**config.mk**
```make
export PLATFORM = sky130hd
export DESIGN_NAME = csr_mem
export DESIGN_NICKNAME = d
export VERILOG_FILES = /design/src/rtl/csr_mem_pkg.sv /design/src/rtl/mtime_prescaler.sv /design/src/rtl/csr_mem.sv
export SDC_FILE = /design/constraint.sdc
export NUM_CORES = 1
export LEC_CHECK = 0
export BUFFER_PORTS_ARGS = -buffer_cell sky130_fd_sc_hd__clkbuf_2
export CAP_MARGIN = 10
export CORE_AREA = 4 4 160 177
export DETAILED_ROUTE_END_ITERATION = 6
export DIE_AREA = 0 0 164 181
export GPL_ROUTABILITY_DRIVEN = 0
export HOLD_SLACK_MARGIN = 0.15
export MAX_ROUTING_LAYER = met4
export PLACE_DENSITY = 0.77
export SYNTH_ARGS = -nofsm -noshare
export SYNTH_HDL_FRONTEND = slang
export SYNTH_SLANG_ARGS = --single-unit
```
**constraint.sdc**
```tcl
create_clock -name CLK_I -period 5.9 [get_ports CLK_I]
set_input_delay 0.295 -clock CLK_I [delete_from_list [all_inputs] [get_ports CLK_I]]
set_output_delay 0.295 -clock CLK_I [all_outputs]
set_load 0.02 [all_outputs]
```
**src/rtl/csr_mem_pkg.sv**
```systemverilog
// csr_mem_pkg: register address codes and handshake state encoding shared with the memory controller
package csr_mem_pkg;
    localparam logic [1:0] MSIP     = 2'b00;
    localparam logic [1:0] MTIME    = 2'b10;
    localparam logic [1:0] MTIMECMP = 2'b11;
    localparam logic [1:0] IDLE = 2'd0;
    localparam logic [1:0] ACK  = 2'd1;
    localparam logic [1:0] WAIT = 2'd2;
endpackage

```
**src/rtl/mtime_prescaler.sv**
```systemverilog
// mtime_prescaler: emits a one-cycle tick every TICK_DIV clocks, restartable by clear
module mtime_prescaler #(
    parameter int TICK_DIV = 1
) (
    input  logic CLK_I,
    input  logic RST_I,
    input  logic clear,
    output logic tick
);
    localparam logic [15:0] LAST = 16'(TICK_DIV - 1);
    logic [15:0] cnt;
    assign tick = cnt == LAST;
    // wrap at the end of each period; a direct mtime write restarts the period
    always_ff @(posedge CLK_I or posedge RST_I)
        if (RST_I) cnt <= '0;
        else cnt <= (clear || tick) ? '0 : cnt + 16'd1;
endmodule

```
**src/rtl/csr_mem.sv**
```systemverilog
// csr_mem: msip/mtime/mtimecmp register block with one-cycle acknowledge handshake
module csr_mem
    import csr_mem_pkg::*;
#(
    parameter int BYTE_AMNT = 8,
    parameter int TICK_DIV  = 1
) (
    input  logic                     CLK_I,
    input  logic                     RST_I,
    input  logic                     rd_en,
    input  logic                     wr_en,
    input  logic [2:0]               addr,
    input  logic [8*BYTE_AMNT-1:0]   wr_data,
    output logic [8*BYTE_AMNT-1:0]   rd_data,
    output logic                     mem_ack,
    output logic                     msip,
    output logic                     mtip,
    output logic [63:0]              mtime_o
);
    localparam int W = 8 * BYTE_AMNT;
    logic [1:0]   state;
    logic [63:0]  mtime, mtimecmp, wd, rval;
    logic [31:0]  half;
    logic [W-1:0] rd_next;
    logic         busy, req, wr, mt_wr, tick;
    assign busy    = rd_en || wr_en;
    assign req     = state == IDLE && busy;
    assign wr      = req && wr_en;
    assign mt_wr   = wr && addr[1:0] == MTIME;
    assign wd      = 64'(wr_data);
    assign rval    = addr[1:0] == MSIP ? {63'b0, msip} : addr[1:0] == MTIME ? mtime :
                     addr[1:0] == MTIMECMP ? mtimecmp : 64'b0;
    assign half    = addr[2] ? rval[63:32] : rval[31:0];
    assign rd_next = W'(BYTE_AMNT == 8 ? rval : {32'b0, half});
    assign mem_ack = state == ACK;
    assign mtime_o = mtime;
    // on a 32-bit bus only the half selected by addr[2] is replaced
    function automatic logic [63:0] merge(input logic [63:0] old);
        return BYTE_AMNT == 8 ? wd : addr[2] ? {wd[31:0], old[31:0]} : {old[63:32], wd[31:0]};
    endfunction
    mtime_prescaler #(.TICK_DIV(TICK_DIV)) u_pre (
        .CLK_I(CLK_I),
        .RST_I(RST_I),
        .clear(mt_wr),
        .tick (tick)
    );
    // commit bus writes; a write to mtime overrides a coincident tick
    always_ff @(posedge CLK_I or posedge RST_I)
        if (RST_I) begin
            mtime    <= '0;
            mtimecmp <= '1;
            msip     <= 1'b0;
        end else begin
            if (mt_wr) mtime <= merge(mtime);
            else if (tick) mtime <= mtime + 64'd1;
            if (wr && addr[1:0] == MTIMECMP) mtimecmp <= merge(mtimecmp);
            if (wr && addr[1:0] == MSIP) msip <= wr_data[0];
        end
    // compare current register values, so mtip trails them by one cycle
    always_ff @(posedge CLK_I or posedge RST_I)
        if (RST_I) mtip <= 1'b0;
        else mtip <= mtime >= mtimecmp;
    // handshake: accept only in IDLE, ack one cycle, then wait for the enables to drop
    always_ff @(posedge CLK_I or posedge RST_I)
        if (RST_I) begin
            state   <= IDLE;
            rd_data <= '0;
        end else begin
            if (req && rd_en) rd_data <= wr_en ? '0 : rd_next;
            state <= state == IDLE ? (busy ? ACK : IDLE) : (busy ? WAIT : IDLE);
        end
endmodule

```
Word-level counts from Yosys, hierarchy flattened
Cells that the tools add are included.
{"block": "classes", "add_sub_neg": 2, "multipliers": 0, "n_div": 0, "magnitude_cmp": 1, "n_eq_ne": 3, "shifts": 0, "n_mux": 10, "bitwise": 0, "n_reduce_logical": 12}
{"cell": "$mux 64", "n": 6}
{"cell": "$add 64x1->64 const B", "n": 1}
{"cell": "$ge 64x64->1", "n": 1}
{"cell": "$add 16x1->16 const B", "n": 1}
{"cell": "$logic_not 16->1", "n": 1}
{"cell": "$mux 16", "n": 1}
{"cell": "$logic_and 1x1->1", "n": 6}
{"cell": "$eq 2x2->1 const B", "n": 2}
{"cell": "$logic_not 2->1", "n": 2}
{"cell": "$mux 2", "n": 2}
{"cell": "$eq 2x1->1 const B", "n": 1}
{"cell": "$logic_or 1x1->1", "n": 2}
{"cell": "$reduce_bool 2->1", "n": 1}
{"cell": "$mux 1", "n": 1}
{"block": "totals", "reg_bits": 212, "latchBits": 0, "ram_bits": 0, "rom_bits": 0, "out_inout_bits": 131, "memories": 0}

Logic depth before layout (Yosys ltp)
{"block": "depth", "depth_word": 6, "ltp_mapped": 10, "ltp_nobuf": 8}

By module
Synthesis repeated with hierarchy kept, for this count alone.
{"block": "unflattened", "cells_unflattened": 1237, "area_unflattened_um2": 11527.3}
{"module": "csr_mem", "instances": 1, "cells_each": 1149, "area_per_inst_um2": 10690.3, "seq_area_each_um2": 4984.8}
{"module": "mtime_prescaler", "instances": 1, "cells_each": 88, "area_per_inst_um2": 837.1, "seq_area_each_um2": 400.4}

Least setup slack after synthesis
OpenSTA, ideal clock, no wires.
{"block": "synth_path", "kind": "register to register", "startpoint": "register mtimecmp[63]", "endpoint": "register mtip", "setup_time_ps": 87, "t_arrival_ps": 2150, "slack_ps": 3663, "stages_incl_launch_ff": 7, "path_buffers": 0, "cell_sequence": "dfstp_2 inv_1 ha_1 nand4_1 or4_1 or4_1 o211ai_1"}
{"block": "synth_via", "elab_chain_len": 1}
{"item": "start, declared", "line": "csr_mem.sv:22", "text": "logic [63:0] mtime, mtimecmp, wd, rval;"}
{"item": "start signal, assigned", "line": "csr_mem.sv:56", "text": "if (wr && addr[1:0] == MTIMECMP) mtimecmp <= merge(mtimecmp);"}
{"item": "$ge 64x64->1", "line": "csr_mem.sv:62", "text": "else mtip <= mtime >= mtimecmp;"}
{"item": "end signal, assigned", "line": "csr_mem.sv:62"}
{"item": "end, declared", "line": "csr_mem.sv:17", "text": "output logic mtip,"}
Every way passes these cells.
A chain may end at the register's enable or synchronous reset.

Final worst setup path
{"block": "layout_path", "startpoint": "register u_pre.cnt[8]", "endpoint": "register mtime[24], in the netlist mtime_o[24]"}
{"block": "layout_via", "elab_chain_len": 2}
{"item": "start, declared", "line": "mtime_prescaler.sv:11", "text": "logic [15:0] cnt;"}
{"item": "start signal, assigned", "line": "mtime_prescaler.sv:16", "text": "else cnt <= (clear || tick) ? '0 : cnt + 16'd1;"}
{"item": "$logic_not 16->1", "line": "mtime_prescaler.sv:12", "text": "assign tick = cnt == LAST;"}
{"item": "$reduce_bool 2->1 (no source line)"}
{"item": "end signal, assigned", "line": "csr_mem.sv:54", "text": "if (mt_wr) mtime <= merge(mtime);"}
{"item": "end signal, assigned", "line": "csr_mem.sv:55", "text": "else if (tick) mtime <= mtime + 64'd1;"}
{"item": "end, declared", "line": "csr_mem.sv:22"}
Every way passes these cells.

==> impl_summary.txt <==
----------------------------------------------------
[Run status]
  Outcome ... completed

[Route]
  Per-cell via count in the routed design ... around 5.4
  Detailed Route Iter0 Violations ... just under 400
  Routed vias ... roughly 10000
  Count of TritonRoute iterations in the first routing pass ... 5
  DRT Wirelength ... between 30 and 40 mm
  Antenna Nets Post-Route ... 0
  Routed wire length per instance ... between 15 and 20 µm
  Number of design rule violations left after detail routing ... 0

[Clock network]
  Cells resized by post-CTS repair ... 0
  Number of sinks driven by the clock tree ... between 200 and 250
  CTS clk-pin slew, worst paths ... roughly 0.070 ns
  Cell at the root of the clock tree ... sky130_fd_sc_hd__clkbuf_16
  Maximum clock insertion buffer count ... 3
  Number of levels in the clock H-tree ... 1
  Clock insertion delay at the later pin of the skew report ... between 0.5 and 0.6 ns
  TritonCTS clock tree ... done
  Number of buffers added to fix hold violations after cts ... 67
  Number of buffers inserted to repair setup after CTS ... 0
  Number of buffers added by the clock tree synthesis step ... 24

[Worst setup path]
  Slowest CP cell ... sky130_fd_sc_hd__and4_1
  Critical path capture point type ... flip-flop
  Family with the most delay on the worst path ... simple AND/OR/NAND/NOR gates
  Peak per-stage delay on the critical path ... ~0.72 ns
  Req. time, crit path ... approximately 6.4 ns
  Worst EP arrival ... approximately 3.5 ns
  Register-to-register setup slack ... ~2.8 ns
  Kind of critical path ... reg -> reg
  Startpoint Class ... flip-flop
  Buffering stage count on the worst path with inverters included ... 0
  Worst-path fanout max ... 17
  Critical path, cell by cell ... nor4_1 > and4_1 > nand2_2 > or4_1 > xor2_1 > a21oi_1

[STA]
  Final WS setup ... 2.807 ns
  Count of final setup violators ... 0
  Final-layout setup total negative slack ... 0 ns
  Pin slew with the least headroom to its limit ... roughly 1.0 ns
  Max transition margin ... approximately a third
  Final critical-path share of the clock period ... 52.42%
  Max Freq ... 323.3 MHz
  Fin. Hold Viols ... 0
  Setup clock skew after layout ... approximately 0.017 ns
  Final Max Slew Viols ... 0
  Fin crit period ... between 3 and 4 ns
  RSZ-0062 raised after global routing ... no

[Die]
  Starting density of the core ... between 40% and 50%
  Die footprint ... between 20000 and 30000 µm²
  Vertical die dimension ... ~180 µm
  Die Wd ... 164 µm
  Top Ports ... between 200 and 250
  Floorplan Core Area ... around 27000 µm²
  Number of cell rows ... 63

[Placement]
  Dpl hpwl ... between 20 and 25 mm
  Worst setup timing slack at the placement stage ... roughly 2.8 ns
  Total of buffers placed on input and output ports ... 200

[Global route]
  Number of antenna violations at the first check in global routing ... 1
  Overflow after GRT ... 0
  Pin count of the biggest net entering global routing ... approximately 190
  First-pass GRT wire length ... between 50 and 60 mm
  Tot GR Track Use ... between 20% and 30%
  Via count of the first global-routing pass ... a little over 10000

[Logic synthesis]
  Post-synthesis area per instance ... slightly below 10 µm²
  Seq/Total Area, Yosys ... 45.85%
  Yosys Warn Count ... 0
  Synthesized netlist cell count ... 1182
  Number of enable-type register cells in the synthesized netlist ... 0
  Unique masters post-synth ... 53
  Synthesized Nets ... 1320
  Async S/R FF share, synth ... between 90% and 100%
  Post-synthesis instance area ... 11750 µm²
  Post-synthesis sequential element count ... 212
  Top FF cell, synth ... sky130_fd_sc_hd__dfrtp_1

[Layout]
  Share of post-route cells with drive strength above 1 ... between 20% and 30%
  # nets final ... between 1500 and 2000
  Syn-to-layout area delta ... 23.68%

[Power]
  Combinational share of power ... about 42%
  Sequential share of power ... just under 40%
  Relative contribution of the clock network to total power ... 19.6%
  Cell internal pwr ... ~4.5 mW
  Worst supply voltage drop on vdd ... between 0.3 and 0.4 mV
  Sw Ratio ... a little over two fifths
  Ratio of total power to cell area ... 531.0 nW/µm²
  Net Sw Power ... ~3.2 mW
  Static leakage power ... 6.672 nW

[Run]
  Max-capacitance violation count ... 0

[Hold path]
  Worst min-delay path class ... in -> reg

----------------------------------------------------
-- path summary, 6_finish.rpt --
kind                                   start     endpoint  cells after the start
worst min-delay path                 addr[1]   rd_data[0]                      3
worst max register to register  u_pre.cnt[8]  mtime_o[24]                      6
worst max-delay path            u_pre.cnt[8]  mtime_o[24]                      6
max in group asynchronous              RST_I  rd_data[11]                      4
min in group asynchronous              RST_I     state[0]                      3
worst min register to register      state[0]     state[0]                      1
-- sequential cells by signal (all words and copies together) (netlist names) --
name	count
mtime_o	64
mtimecmp	64
rd_data	64
u_pre.cnt	16
state	2
msip	1
mtip	1
-- cells in the final DEF (no fill, tap or decap), types with 4 or more instances in the layout --
cell                            instances
sky130_fd_sc_hd__buf_4                  7
sky130_fd_sc_hd__nor2_1               109
sky130_fd_sc_hd__nand2_1              109
sky130_fd_sc_hd__dlygate4sd3_1         67
sky130_fd_sc_hd__dfstp_2               64
sky130_fd_sc_hd__o21ai_0               73
sky130_fd_sc_hd__xor2_1                31
sky130_fd_sc_hd__nand4_1               36
sky130_fd_sc_hd__nor3_1                20
sky130_fd_sc_hd__mux2_2                65
sky130_fd_sc_hd__nand3_1               39
sky130_fd_sc_hd__clkbuf_8               7
sky130_fd_sc_hd__or4_1                  4
sky130_fd_sc_hd__and2_1                 6
sky130_fd_sc_hd__mux2i_1               63
sky130_fd_sc_hd__clkbuf_2             199
sky130_fd_sc_hd__ha_1                  67
sky130_fd_sc_hd__xnor2_1               45
sky130_fd_sc_hd__clkbuf_16             25
sky130_fd_sc_hd__dfrtp_1              148
sky130_fd_sc_hd__and4_1                 5
sky130_fd_sc_hd__and3_1                16
sky130_fd_sc_hd__nor4_2                 5
sky130_fd_sc_hd__nor4_1                 8
sky130_fd_sc_hd__a21oi_1               90
sky130_fd_sc_hd__nor3_2                 5
sky130_fd_sc_hd__inv_1                 75
sky130_fd_sc_hd__clkbuf_1               7
-- layout make-up --
| type | count | area [µm²] |
|---|---|---|
| antenna | 1 | 2.502 |
| clock buffer | 39 | 748.2 |
| clock inverter | 5 | 55.05 |
| fill | 2373 | 12120 |
| inverter | 76 | 289.0 |
| multi-input combinational | 842 | 5862 |
| sequential | 212 | 5385 |
| tap | 357 | 446.7 |
| timing repair buffer | 274 | 1739 |
-- worst min-delay path, cell delays in order --
cell	delay [ns]
sky130_fd_sc_hd__clkbuf_2	0.13
sky130_fd_sc_hd__a22oi_1	0.19
sky130_fd_sc_hd__o31ai_1	0.08
-- per-stage QoR --
| stage | hold slack [ns] | util, % | instances | instance area [µm²] | power (mW) |
|---|---|---|---|---|---|
| global placement | 0.3972 | 48.99 | 1694 | 13050 | 6.015 |
| floorplan | 0.3947 | - | 1182 | 11750 | 5.031 |
| finish | 0.2225 | 54.53 | 1806 | 14530 | 7.714 |
| CTS | 0.1762 | 54.52 | 1805 | 14530 | 7.774 |
| detailed placement | 0.4028 | 48.99 | 1694 | 13050 | 6.185 |
| global route | 0.2279 | 54.53 | 1806 | 14530 | 8.301 |
-- metal layers --
layer	global-route usage (%)	vias up	wire length, µm
met4	5.570	0	703
met3	3.080	51	1618
met5	-	-	0
li1	-	4622	-
met2	37.49	240	15890
met1	28.89	4796	14040
-- Yosys cell counts (36+ instances only) --
cell type                  number  area, µm²
sky130_fd_sc_hd__a21oi_1       90      450.4
sky130_fd_sc_hd__clkbuf_1      43      161.4
sky130_fd_sc_hd__dfrtp_1      148       3704
sky130_fd_sc_hd__dfstp_2       64       1682
sky130_fd_sc_hd__ha_1          67      838.3
sky130_fd_sc_hd__inv_1         76      285.3
sky130_fd_sc_hd__mux2_2        65      732.0
sky130_fd_sc_hd__mux2i_1       63      630.6
sky130_fd_sc_hd__nand2_1      110      412.9
sky130_fd_sc_hd__nand3_1       39      195.2
sky130_fd_sc_hd__nand4_1       36      225.2
sky130_fd_sc_hd__nor2_1       109      409.1
sky130_fd_sc_hd__o21ai_0       73      365.4
sky130_fd_sc_hd__xnor2_1       45      394.1
-- kinds of logic after synthesis --
logic type,Yosys count,share of synthesized area (%)
AO/OA/AOI/OAI,183,8.266
AND/OR/NAND/NOR,388,17.21
adder cells (fa/ha/maj),67,7.137
flip-flops,212,45.85
multiplexers,128,11.60
XOR/XNOR,76,5.667
buffers and inverters,128,4.271
-- power groups by stage --
| stage | sequential, mW | combinational (mW) | clock [mW] |
|---|---|---|---|
| final | 3.00 | 3.20 | 1.51 |
| after detailed placement | 3.01 | 3.17 | 0 |
| after global routing | 3.11 | 3.58 | 1.61 |
| after floorplan | 3.27 | 1.76 | 0 |
| after CTS | 2.99 | 3.23 | 1.55 |
| after global placement | 2.98 | 3.04 | 0 |
(Power assumes the default switching activity.)
